**src/rtl/ft245_sync_tx.sv**
```systemverilog
// FT245 synchronous FIFO transmit path: drains the TX async FIFO through a
// 2-entry skid buffer and writes words to the FTDI chip under bus arbitration.
//
// Ports:
//   clk, rst            FT clkout domain clock, async active-high reset
//   fifo_ren            read strobe to the TX FIFO read side
//   fifo_rdata/rvalid   FIFO read data, valid one cycle after accepted ren
//   fifo_rempty         FIFO empty flag
//   ft_txe_n            FT chip can accept data (low)
//   ft_wr_n             FT write strobe, active low
//   ft_data, ft_data_oe data to the FT bus and pad drive enable
//   bus_req, bus_grant  shared data bus arbitration with the RX path
//   tx_words            running count of words accepted by the FT chip
module ft245_sync_tx #(
    parameter int DATA_W    = 8,
    parameter int BURST_MAX = 64,
    parameter int CNT_W     = 32
) (
    input  logic              clk,
    input  logic              rst,
    output logic              fifo_ren,
    input  logic [DATA_W-1:0] fifo_rdata,
    input  logic              fifo_rvalid,
    input  logic              fifo_rempty,
    input  logic              ft_txe_n,
    output logic              ft_wr_n,
    output logic [DATA_W-1:0] ft_data,
    output logic              ft_data_oe,
    output logic              bus_req,
    input  logic              bus_grant,
    output logic [CNT_W-1:0]  tx_words
);

    typedef enum logic [1:0] {
        IDLE,
        TURN,
        WRITE,
        RELEASE
    } state_t;

    // Wide enough to hold BURST_MAX; one bit when bursts are unlimited.
    localparam int BW = $clog2(BURST_MAX + 2);

    state_t            state;
    state_t            state_nxt;
    logic [DATA_W-1:0] mem [2];
    logic              rd_ptr;
    logic              wr_ptr;
    logic [1:0]        count;
    logic [BW-1:0]     burst;
    logic [BW-1:0]     burst_inc;
    logic [2:0]        fill_nxt;
    logic              has_data;
    logic              accept;
    logic              empty_nxt;
    logic              burst_full;

    assign has_data  = (count != 2'd0);
    assign accept    = ~ft_wr_n & ~ft_txe_n;
    assign fill_nxt  = {1'b0, count} + {2'b00, fifo_rvalid}
                     - {2'b00, accept};
    assign empty_nxt = (fill_nxt == 3'd0) & fifo_rempty;
    assign burst_inc = burst + BW'(1);
    assign burst_full = (BURST_MAX != 0) && accept
                     && (burst_inc == BW'(BURST_MAX));

    // Prefetch whenever the buffer will still have room after this edge,
    // counting the word already in flight from the FIFO.
    assign fifo_ren = ~rst & ~fifo_rempty & (fill_nxt < 3'd2);

    assign ft_data = mem[rd_ptr];

    always_comb begin
        state_nxt  = state;
        ft_wr_n    = 1'b1;
        ft_data_oe = 1'b0;
        bus_req    = 1'b0;
        unique case (state)
            IDLE: begin
                bus_req = ~rst & ~ft_txe_n & (has_data | ~fifo_rempty);
                if (bus_req & bus_grant) state_nxt = TURN;
            end
            TURN: begin
                ft_data_oe = 1'b1;
                bus_req    = 1'b1;
                state_nxt  = WRITE;
            end
            WRITE: begin
                ft_data_oe = 1'b1;
                bus_req    = 1'b1;
                ft_wr_n    = ~has_data;
                if (ft_txe_n | ~bus_grant | empty_nxt | burst_full)
                    state_nxt = RELEASE;
            end
            RELEASE: begin
                ft_data_oe = 1'b1;
                state_nxt  = IDLE;
            end
            default: state_nxt = IDLE;
        endcase
    end

    always_ff @(posedge clk or posedge rst) begin
        if (rst) begin
            state    <= IDLE;
            count    <= 2'd0;
            rd_ptr   <= 1'b0;
            wr_ptr   <= 1'b0;
            mem[0]   <= '0;
            mem[1]   <= '0;
            burst    <= '0;
            tx_words <= '0;
        end else begin
            state <= state_nxt;
            count <= fill_nxt[1:0];
            if (fifo_rvalid) begin
                mem[wr_ptr] <= fifo_rdata;
                wr_ptr      <= ~wr_ptr;
            end
            if (accept) begin
                rd_ptr   <= ~rd_ptr;
                tx_words <= tx_words + CNT_W'(1);
            end
            if (state == TURN)
                burst <= '0;
            else if (accept)
                burst <= burst_inc;
        end
    end

endmodule

```
**config.mk**
```make
export PLATFORM = sky130hd
export DESIGN_NAME = ft245_sync_tx
export DESIGN_NICKNAME = d
export VERILOG_FILES = /design/src/rtl/ft245_sync_tx.sv
export SDC_FILE = /design/constraint.sdc
export NUM_CORES = 1
export LEC_CHECK = 0
export CORE_UTILIZATION = 55
export CTS_CLUSTER_DIAMETER = 40
export DETAILED_ROUTE_END_ITERATION = 6
export GPL_ROUTABILITY_DRIVEN = 0
export PLACE_DENSITY = 0.87
export SLEW_MARGIN = 20
export SYNTH_ARGS = -nofsm -noshare
export SYNTH_HDL_FRONTEND = slang
export SYNTH_SLANG_ARGS = --single-unit
```
**constraint.sdc**
```tcl
create_clock -name clk -period 5.2 [get_ports clk]
set_input_delay 0.78 -clock clk [delete_from_list [all_inputs] [get_ports clk]]
set_output_delay 0.78 -clock clk [all_outputs]
set_load 0.02 [all_outputs]
```
==> results of run 1 <==
per-layer routing:
| metal | vias up | track usage, % |
|---|---|---|
| met5 | - | 0 |
| met4 | 0 | 14.1 |
| met3 | 9 | 4.07 |
| met2 | 52 | 36.1 |
| met1 | 943 | 31.1 |
| li1 | 951 | - |
registers in the layout, indices dropped and copies added, names as in the netlist:
signal,cells
tx_words,32
mem,16
burst,7
count,2
state,2
rd_ptr,1
wr_ptr,1
layout by cell type, fill, tap and decap left out, types with 2 or more instances in the layout:
| cell | n |
|---|---|
| clkinv_2 | 4 |
| dfrtp_1 | 61 |
| nand2_1 | 15 |
| nor2_1 | 13 |
| and3_1 | 7 |
| xor2_1 | 15 |
| and2_1 | 3 |
| o2111ai_1 | 2 |
| clkdlybuf4s50_1 | 57 |
| nand3_1 | 8 |
| clkbuf_8 | 9 |
| xnor2_1 | 25 |
| nor3_1 | 4 |
| buf_4 | 2 |
| nand4_1 | 10 |
| inv_1 | 9 |
| ha_1 | 9 |
| mux2_2 | 26 |
| and4_1 | 3 |
worst min path at each step:
stage                              from                  endpoint  slack (ns)  cells after the start
2_1_floorplan        wr_ptr$_DFFE_PP0P_        wr_ptr$_DFFE_PP0P_        0.46                      1
4_1_cts        tx_words[31]$_DFFE_PP0P_  tx_words[31]$_DFFE_PP0P_        0.48                      1
6_report       tx_words[31]$_DFFE_PP0P_  tx_words[31]$_DFFE_PP0P_        0.47                      1
5_1_grt        tx_words[31]$_DFFE_PP0P_  tx_words[31]$_DFFE_PP0P_        0.50                      1
3_3_place_gp   tx_words[31]$_DFFE_PP0P_  tx_words[31]$_DFFE_PP0P_        0.46                      1
3_5_place_dp   tx_words[31]$_DFFE_PP0P_  tx_words[31]$_DFFE_PP0P_        0.47                      1
cell families (layout without fill, tap and decap cells):
logic type	Yosys count	after routing	share of synthesized area, %
AND/OR/NAND/NOR	73	73	14.7
flip-flops	61	61	53.3
XOR/XNOR	40	40	12.2
multiplexers	27	27	10.6
buffers and inverters	14	85	1.88
adder cells (fa/ha/maj)	10	10	4.63
AO/OA/AOI/OAI	10	10	2.71
area by class of cell:
class	instances	area (sq um)
clock buffer	9	124
clock inverter	7	66.3
fill	348	1170
inverter	10	37.5
multi-input combinational	160	1280
sequential	61	1530
tap	67	83.8
timing repair buffer	59	586
power by group through the flow:
stage               clock, mW  sequential [mW]  combinational [mW]
global placement            0            0.678               0.626
floorplan                   0            0.668               0.408
CTS                     0.415            0.677               0.650
finish                  0.406            0.678               0.642
global route            0.433            0.694               0.689
detailed placement          0            0.686               0.646
==> out/summary.md, run 1 <==
The run finished with clean final reports. The die boundary width is 74.2 um. STA classifies the critical path endpoint as an output pin. Adding up every negative setup slack in the final design gives 0 ns. In this run the remaining antenna-violating nets after routing total 0. The die is 74.2 um tall. In this run the critical register-to-register path is launched from state[0]$_DFFE_PP0P_. The run gives 25 as the total number of placement rows. Broken down by cell family, the worst path's largest delay share belongs to buffers and inverters. For the post-CTS setup buffer count, the log shows 0. The logs give 37.2% for the portion of total power attributed to combinational logic and 62 for the maximum number of pins on one net before global-route repair. The initial antenna violation count came out at 0. Wire segments on met2 add up to 2.77 mm in the final route.

For this run, the number of Yosys warnings is 0. The critical path starts at ft_txe_n. The main flop type after synthesis was dfrtp_1. After detailed routing, the number of vias per cell comes to 5.24.

Summed over all cells, the static leakage comes to 1.64 nW. The commonest cells after synthesis are 61 x dfrtp_1, 26 x mux2_2, 25 x xnor2_1, 15 x nand2_1, 15 x xor2_1. The total via count after detailed routing came out at 1955.

The synthesized design devotes to its leading area cell type 53.3% of total area. Timing would allow up to 234 MHz. In this run the mean area of a mapped cell was 12.2 sq um.

The power dissipated by switching net loads came out at 0.584 mW. The tools report the core outline area as 0.00488 sq mm. Setup slack closes at 0.927 ns. For the wire length reported by the detailed router, the log shows 5.61 mm. Synthesis-stage register bit count: 61. The clock passes through at most 2 buffers. For the worst setup path, the data required time is 4.42 ns. The run gives 1.83 ns as the internal reg-to-reg setup slack.

Of all flip-flops after synthesis, the portion carrying an async set or reset was 100%. The run gives 0 as the number of hold violations in the final report. Once placement completed, the tool counted placed cells totaling 357.

Of the total power, the share spent switching nets is 33.8%. Post-detailed-route wirelength per cell: 15.0 um. Prior to clock tree synthesis, the placed netlist has a worst setup slack of 0.939 ns.

Kind of launch point of the worst setup path: a primary input. The run gives 0 as the number of hold-repair buffers added at the cts stage. The tools report the maximum clock skew at final layout as 0.00950 ns. VDD sags by at most 0.000339 V. The synthesized netlist occupies a cell area of 0.00287 sq mm.

The number of global-route vias before repair came out at 1930. Traced cell by cell, the critical path runs through clkdlybuf4s50_1, and2b_1, a21boi_1, ha_1, inv_1, ha_1, fa_1, nor4_1, clkdlybuf4s50_1. Once placement finished, the instance area stood at 0.00352 sq mm. After routing the design area is 0.00371 sq mm. The tools report the fraction of the core area covered by cells at the end of the flow as 76.0%. The endpoint identified for the worst register-to-register timing path is state[1]$_DFFE_PP0P_. Buffers inserted during clock tree synthesis total 9.

For this run, the total global-route usage over all layers was measured as 23.4%. In this run the tool buffered the top-level ports with 57 buffer cells. The number of enable-type register cells in the synthesized netlist is 0, and the post-synthesis cell count is 235. Power spread over the standard cell area amounts to 465 mW/mm^2. Ranked by total cell area, the synthesized netlist is headed by dfrtp_1 53%, mux2_2 10%, xnor2_1 7.6%. The minimum clock period after layout was 4.27 ns.

Summing the sequential cell areas from Yosys gives 53.3% of the chip area. Power comes to 1.73 mW. The root buffer cell chosen for the clock tree is clkbuf_8.

For the pin with the worst max-slew slack, the measured transition is 0.751 ns. Setup repair after global routing left no endpoint under its margin. Dominant cell by count in the synthesized netlist: dfrtp_1. TritonCTS built the clock tree. The biggest area contributor in the post-synthesis netlist is dfrtp_1.

58 I/O pins were placed. Leaving out filler cells and counting taps, the final layout contains 373. Instance count on the critical path: 9. The worst hold path belongs to the class reg2reg.

Hold timing on the final database bottoms out at a slack of 0.471 ns. The highest metal layer used by the detailed router is met4. The detailed router finished its first iteration with 124 violations. The tools report the number of H-tree levels as 3.

The detailed-routed wire length on met3 is 219 um, and the clock insertion delay at the later pin of the skew report is 0.34 ns. The critical path in this run is classified as in2out. After legalization and detailed placement, the total HPWL measured 4.00 mm.

Post-CTS repair changed the size of 0 cells. The max-slew violation count is 0. The clock network is responsible for 23.5% of the overall power. The area growth from synthesis to layout is 29.4%. The final worst-path cycle share is 82.2%, and the met1 layer wirelength in the final routing is 2.48 mm. The logs give 0 for the final-report setup violation count and 0 for the total congestion overflow. Cells with a size suffix above 1 make up 16.3% of the layout. After detailed routing, the number of remaining DRC violations is 0. The first global-routing pass estimated 9.36 mm of wire. The depth of the worst register-to-register path was 11; the clock sink total was 61. The area of the die is 0.00550 sq mm, and the worst stage delay on the critical path is 0.65 ns.

Together, buffers and inverters on the worst path number 3. When the netlist entered floorplanning its net count stood at 259. Sequential cells account for 39.3% of the total power. The distinct cell type count of the synthesized netlist was 37; the initial standard-cell utilization of the core was 58.7%. The worst pin sits at a relative slew slack of 49.8%. The biggest fanout along the worst timing path works out to 4. End of the critical path: fifo_ren. The number of detailed-routing iterations run before antenna repair is 4, and the critical path data arrival time is 3.49 ns. The clock transition time at the flip-flop clock pins of the worst setup and hold paths is 0.07 ns.

The internal power of the cells totals 1.14 mW. The tool flagged a number of max-cap violations equal to 0. The number of antenna diodes in the final layout is 0. Among all stages on the critical path, the largest delay is contributed by clkdlybuf4s50_1.

In the final design database the tool counted 325 nets.
No activity file was read; power rests on OpenSTA's default activity.
==> run 2, diff against run 1 <==
- CORE_UTILIZATION: 55 -> 51
- PLACE_DENSITY: 0.87 -> 0.81
- clock period: 5.2 -> 4.3 ns (I/O delays scaled with it)
==> out/summary.md, run 2 (same netlist as run 1, synthesis figures left out) <==
The internal power contribution was 1.32 mW (+16%); the combined global-route utilization of all metal layers was 20.0% (-3.4 points). The clock tree buffer depth is 2 (unchanged), and the total instance count after detailed placement is 360 (+0.84%). For the maximum number of pins on one net before global-route repair, the log shows 42 (-32%). In this run the worst hold path is classified as reg2reg. Number of hold violations in the final report: 0 (unchanged).

The flip-flop count of the largest register, all copies and words added was 32 (unchanged). The worst setup path is of the in2out kind. The areal power density over the cells came out at 545 mW/mm^2 (+17%). The tools report the origin of the worst setup path as ft_txe_n. Iteration-0 DRC count of the detailed router: 71 (-43%).

The total number of placement rows was 26 (+4.0%). The tools report the post-DP HPWL as 3.85 mm (-3.6%). The number of buffers inserted by port buffering was 57 (unchanged). STA classifies the critical path startpoint as a primary input. The worst stage delay on the critical path was 0.65 ns (about the same); the top-level I/O count was 58 (unchanged). The post-CTS setup buffer count is 0 (unchanged).

The post-cts sizing count is 0 (unchanged). The tools report the number of cells in the finished layout apart from fillers as 376 (+0.80%). The logs give 3.65 ns (-0.77 ns) for the critical path required time and 0 (unchanged) for the final-report setup violation count. Based on the critical path, the design can be clocked at up to 248 MHz.

The tools report the number of detailed-routing iterations run before antenna repair as 4 (unchanged). The maximum clock skew at final layout is 0.00708 ns (-0.00242 ns). Counting flops per register, the top entry is tx_words. The endpoint identified for the worst register-to-register timing path is state[1]$_DFFE_PP0P_.

Setup repair after global routing left no endpoint under its margin. The post-detailed-route wirelength per cell is 14.1 um (-6.0%), and the area of the die is 0.00592 sq mm (+7.6%). TritonCTS built the clock tree. Clock tree synthesis selected as its root buffer the cell clkbuf_8.

The logs give 0 (unchanged) for the max-slew violation count and 0.00368 sq mm (-0.74%) for the final instance area. The logs give 0 (unchanged) for the initial antenna violation count and 0 (unchanged) for the remaining number of nets flagged by the antenna check after routing. Share of post-route cells with drive strength above 1: 15.7% (-0.65 points). The worst-margin pin slew came out at 0.853 ns (+0.102 ns). The final worst-path cycle share was 93.6%; the max-capacitance violation count was 0 (unchanged).

The power share of the sequential group is 40.8% (+1.5 points), and the static leakage is 1.63 nW (-0.97%). The post-layout net count was 325 (unchanged); the clock transition time at the flip-flop clock pins of the worst setup and hold paths was 0.07 ns (about the same). The logs give 0.91 ns (-0.92 ns) for the internal reg-to-reg setup slack and 0.480 ns (+0.00894 ns) for the tightest hold margin.

The worst setup path is captured at an output pin. Leaving out fill and tap cells, the most frequent cell in the layout is dfrtp_1. The number of remaining DRC errors came out at 0 (unchanged). The antenna diode count is 0 (unchanged). For the instance area after placement, the log shows 0.00352 sq mm (+0.11%). The logs give 3 (unchanged) for the number of H-tree levels and 9.15 mm (-2.2%) for the first-pass GRT wire length.

The tools report the clock power share as 20.9% (-2.6 points). The max-slew headroom at the worst pin was 43.0% (-6.8 points). Depth of the worst register-to-register path: 11 (unchanged).

The core outline area was 0.00527 sq mm (+8.0%). The tools report the worst supply voltage drop on vdd as 0.000440 V (+30%). Power dissipated by switching net loads: 0.685 mW (+17%). In the final layout, the registers with the most flip-flops are tx_words (32), mem (16), burst (7). For this design, the slowest cell found on the critical path is clkdlybuf4s50_1. The wire length reported by the detailed router was 5.31 mm (-5.3%); the final setup TNS was 0 ns (unchanged). Number of CTS-inserted buffers: 9 (unchanged).

The total congestion overflow came out at 0 (unchanged). In this run the worst setup path terminates at fifo_ren. The clock insertion delay at the later pin of the skew report was 0.33 ns (about the same).

The initial standard-cell utilization of the core is 54.4% (-4.3 points), and the synthesis-to-finish area growth is 28.5%. The biggest fanout along the worst timing path is 4 (unchanged). In the layout the commonest cells are 61 x dfrtp_1, 57 x clkdlybuf4s50_1, 26 x mux2_2, 25 x xnor2_1. The die boundary width was 77.0 um (+3.7%). The number of global-route vias before repair was 1948 (+0.93%); the minimum clock period after layout was 4.03 ns.

The via density per instance was 5.27 (+0.62%); the switching portion of total power was 34.1% (+0.29 points). The run gives 3.38 ns (-0.11 ns) as the critical path data arrival time. In this run the critical register-to-register path is launched from state[0]$_DFFE_PP0P_. The run gives 1983 (+1.4%) as the total via count after detailed routing. Walking the worst path, the cells encountered are clkdlybuf4s50_1, and2b_1, a21boi_1, ha_1, inv_1, ha_1, fa_1, nor4_1, clkdlybuf4s50_1. The height of the die is 77.0 um (+3.7%), and the total power after layout is 2.01 mW (+16%). The portion of total power attributed to combinational logic came out at 38.3% (+1.1 points). The number of hold-repair buffers added at the cts stage was 0 (unchanged). The flow ran to the end, and the final reports show no timing, DRC or antenna violations. The clock sink total came out at 61 (unchanged).
run 2: cell count changes in the layout (fill, tap and decap cells not counted), sizes merged:
cell / delta
bufinv: -1
clkbuf: +2
clkinv: -1
run 2: layout make-up:
| class | instances | area [sq um] |
|---|---|---|
| Multi-Input combinational cell | 160 | 1280 |
| Tap cell | 70 | 87.6 |
| Clock buffer | 11 | 131 |
| Clock inverter | 5 | 27.5 |
| Timing Repair Buffer | 59 | 586 |
| Fill cell | 411 | 1590 |
| Sequential cell | 61 | 1530 |
| Inverter | 10 | 37.5 |
run 2: metal layers:
layer | part of all wire, % | GRT usage [%]
met5 | 0 | 0
met4 | 1.7 | 11.5
met1 | 48 | 27.3
met3 | 4.1 | 3.45
met2 | 46 | 29.9
run 2: worst min-delay path by stage:
stage | from | endpoint | slack, ns | cells past startpoint
final | tx_words[31]$_DFFE_PP0P_ | tx_words[31]$_DFFE_PP0P_ | 0.48 | 1
after global routing | tx_words[31]$_DFFE_PP0P_ | tx_words[31]$_DFFE_PP0P_ | 0.49 | 1
after CTS | tx_words[31]$_DFFE_PP0P_ | tx_words[31]$_DFFE_PP0P_ | 0.48 | 1
after detailed placement | tx_words[31]$_DFFE_PP0P_ | tx_words[31]$_DFFE_PP0P_ | 0.47 | 1
after global placement | tx_words[31]$_DFFE_PP0P_ | tx_words[31]$_DFFE_PP0P_ | 0.46 | 1
after floorplan | wr_ptr$_DFFE_PP0P_ | wr_ptr$_DFFE_PP0P_ | 0.46 | 1
run 2: through the flow:
stage | setup slack [ns] | util, %
floorplan | 0.656 | -
CTS | 0.270 | 69.8
finish | 0.274 | 69.8
detailed placement | 0.282 | 66.8
global placement | 0.321 | 66.8
global route | 0.116 | 69.8
run 2: power by group through the flow:
stage          logic (mW)  registers (mW)  clock network [mW]
2_1_floorplan       0.494           0.807                   0
3_3_place_gp        0.759           0.819                   0
3_5_place_dp        0.773           0.828                   0
4_1_cts             0.778           0.819               0.432
5_1_grt             0.834           0.840               0.455
6_report            0.769           0.819               0.419
run 2: worst max-delay path, delay by kind of cell:
family                   cells  cell delay [ns]
AO/OA/AOI/OAI                1             0.15
adder cells (fa/ha/maj)      3             0.94
buffers and inverters        3             1.16
AND/OR/NAND/NOR              2             0.48
==> run 3, diff against run 2 <==
- CORE_MARGIN: default -> 2
==> out/summary.md, run 3 (same netlist as run 1, synthesis figures left out) <==
The run finished with clean final reports. The capture instance of the worst register-to-register path was state[1]$_DFFE_PP0P_. The largest registers in the layout are tx_words (32), mem (16), burst (7). The maximum clock skew at final layout came out at 0.00709 ns (+0.0000138 ns).

The tools report the kind of launch point of the worst setup path as a primary input. The final setup TNS is 0 ns (unchanged). Worst hold path class: reg2reg. Setup repair after global routing left no endpoint under its margin. The number of buffers inserted by port buffering was 57 (unchanged); the max-slew headroom at the worst pin was 44.2% (+1.1 points).

The final-report setup violation count came out at 0 (unchanged). The minimum clock period after layout came out at 4.04 ns (+0.00924 ns). The areal power density over the cells is 564 mW/mm^2 (+3.5%). The post-CTS setup buffer count was 0 (unchanged). The total instance count after detailed placement was 362 (+0.56%). The top cell types in the final layout, fill and taps aside, are 61 x dfrtp_1, 57 x clkdlybuf4s50_1, 26 x mux2_2, 25 x xnor2_1.

The final instance area was 0.00372 sq mm (+0.99%). The logs give 0 (unchanged) for the total congestion overflow and 9 (unchanged) for the number of CTS-inserted buffers. The tools report the number of hold violations in the final report as 0 (unchanged).

Post-layout net count: 325 (unchanged). The setup path with the least slack is of type in2out. The worst-margin pin slew came out at 0.836 ns (-0.0169 ns). The worst hold path begins at tx_words[31]$_DFFE_PP0P_. The via density per instance is 5.35 (+1.5%), and the wire length reported by the detailed router is 5.61 mm (+5.7%).

The height of the die came out at 79.0 um (+2.6%). The number of hold-repair buffers added at the cts stage is 0 (unchanged). The top-level I/O count came out at 58 (unchanged).

The register bank with the most flops is tx_words. The total number of placement rows is 27 (+3.8%). The worst stage delay on the critical path works out to 0.65 ns (about the same). The reg-to-reg startpoint is state[0]$_DFFE_PP0P_.

The clock transition time at the flip-flop clock pins of the worst setup and hold paths is 0.07 ns (about the same), and the fraction of the core area covered by cells at the end of the flow is 67.9% (-1.9 points). Clock tree synthesis selected as its root buffer the cell clkbuf_8. The initial standard-cell utilization of the core was 52.4% (-2.0 points).

The instance area after placement came out at 0.00352 sq mm (about the same). The first-pass GRT wire length is 9.22 mm (+0.75%). The depth of the worst register-to-register path works out to 11 (unchanged). The maximum number of pins on one net before global-route repair was 41 (-2.4%); the number of H-tree levels was 3 (unchanged). The tools report the post-cts sizing count as 0 (unchanged). For the total via count after detailed routing, the log shows 2023 (+2.0%).

The max-slew violation count was 0 (unchanged); the depth of the worst hold-timing path was 1 (unchanged). The area of the die is 0.00623 sq mm (+5.3%). The max-capacitance violation count is 0 (unchanged), and the static leakage is 1.64 nW (+0.83%).

The number of detailed-routing iterations run before antenna repair was 4 (unchanged); the post-detailed-route wirelength per cell was 14.9 um (+5.1%). Final worst-path cycle share: 93.8% (+0.21 points). The number of buffer and inverter stages on the critical path was 3 (unchanged). Iteration-0 DRC count of the detailed router: 124 (+75%). The combined global-route utilization of all metal layers came out at 19.3% (-0.68 points).

The flip-flop count of the largest register, all copies and words added is 32 (unchanged). The remaining number of nets flagged by the antenna check after routing came out at 0 (unchanged). The critical path's top delay family is buffers and inverters. The critical path data arrival time is 3.39 ns (about the same), and the worst supply voltage drop on vdd is 0.000347 V (-21%). The clock insertion delay at the later pin of the skew report was 0.33 ns (about the same); the number of remaining DRC errors was 0 (unchanged).

The library cell used most frequently in the layout, excluding fill and tap cells, is dfrtp_1. Relative to the synthesized area, the layout overhead comes to 29.7%. For hold timing, the worst endpoint is tx_words[31]$_DFFE_PP0P_.

The number of cells in the finished layout apart from fillers is 378 (+0.53%), and the biggest fanout along the worst timing path is 4 (unchanged). The die boundary width is 79.0 um (+2.6%). TritonCTS built the clock tree. The maximum achievable frequency came out at 248 MHz (-0.23%).

The share of post-route cells with drive strength above 1 is 15.7% (unchanged). The post-DP HPWL came out at 3.98 mm (+3.2%). For the antenna diode count, the log shows 0 (unchanged).

The logs give 3.65 ns (about the same) for the critical path required time and 0 (unchanged) for the initial antenna violation count. The critical path endpoint category was an output pin. For the clock sink total, the log shows 61 (unchanged).

The logs give 2011 (+3.2%) for the number of global-route vias before repair and 0.88 ns (-0.03 ns) for the internal reg-to-reg setup slack. Clock tree buffer depth: 2 (unchanged). The core outline area came out at 0.00547 sq mm (+3.8%). Total power after layout: 2.10 mW (+4.5%). The slowest stage of the critical path belongs to the cell clkdlybuf4s50_1. The critical path goes through clkdlybuf4s50_1, and2b_1, a21boi_1, ha_1, inv_1, ha_1, fa_1, nor4_1, clkdlybuf4s50_1.
-- run 3: changes by cell type in the layout (fill, tap and decap cells not counted) --
cell       delta
clkbuf_8      +1
clkinv_2      -2
bufinv_16     +1
-- run 3: worst max-delay path by stage --
stage | slack (ns) | start | end | cells after the start
detailed placement | 0.27 | ft_txe_n | fifo_ren | 9
CTS | 0.27 | ft_txe_n | fifo_ren | 9
global route | 0.01 | ft_txe_n | fifo_ren | 9
global placement | 0.33 | ft_txe_n | fifo_ren | 9
finish | 0.26 | ft_txe_n | fifo_ren | 9
floorplan | 0.66 | ft_txe_n | fifo_ren | 8
-- run 3: cell type report --
class,count,area [sq um]
fill,421,1760
sequential,61,1530
multi-input combinational,160,1280
timing repair buffer,59,586
clock buffer,12,145
tap,72,90.1
clock inverter,4,47.5
inverter,10,37.5
-- run 3: stage by stage --
stage | hold WS, ns | setup WS (ns)
CTS | 0.489 | 0.272
finish | 0.490 | 0.264
global route | 0.499 | 0.00964
floorplan | 0.461 | 0.656
global placement | 0.462 | 0.326
detailed placement | 0.476 | 0.272
-- run 3: per-layer routing --
| layer | track usage, % | routed length [um] | vias to the layer above | part of all wire (%) |
|---|---|---|---|---|
| met5 | 0 | 0 | - | 0 |
| met1 | 24.8 | 2590 | 997 | 46 |
| met4 | 8.97 | 95 | 0 | 1.7 |
| met3 | 4.66 | 277 | 10 | 4.9 |
| li1 | - | - | 950 | - |
| met2 | 31.0 | 2660 | 66 | 47 |
-- run 3: report_power, final --
part	leakage, nW	switching, mW	total, mW	internal [mW]
Clock	0.0964	0.214	0.496	0.282
Sequential	0.785	0.118	0.826	0.708
Combinational	0.759	0.364	0.775	0.411
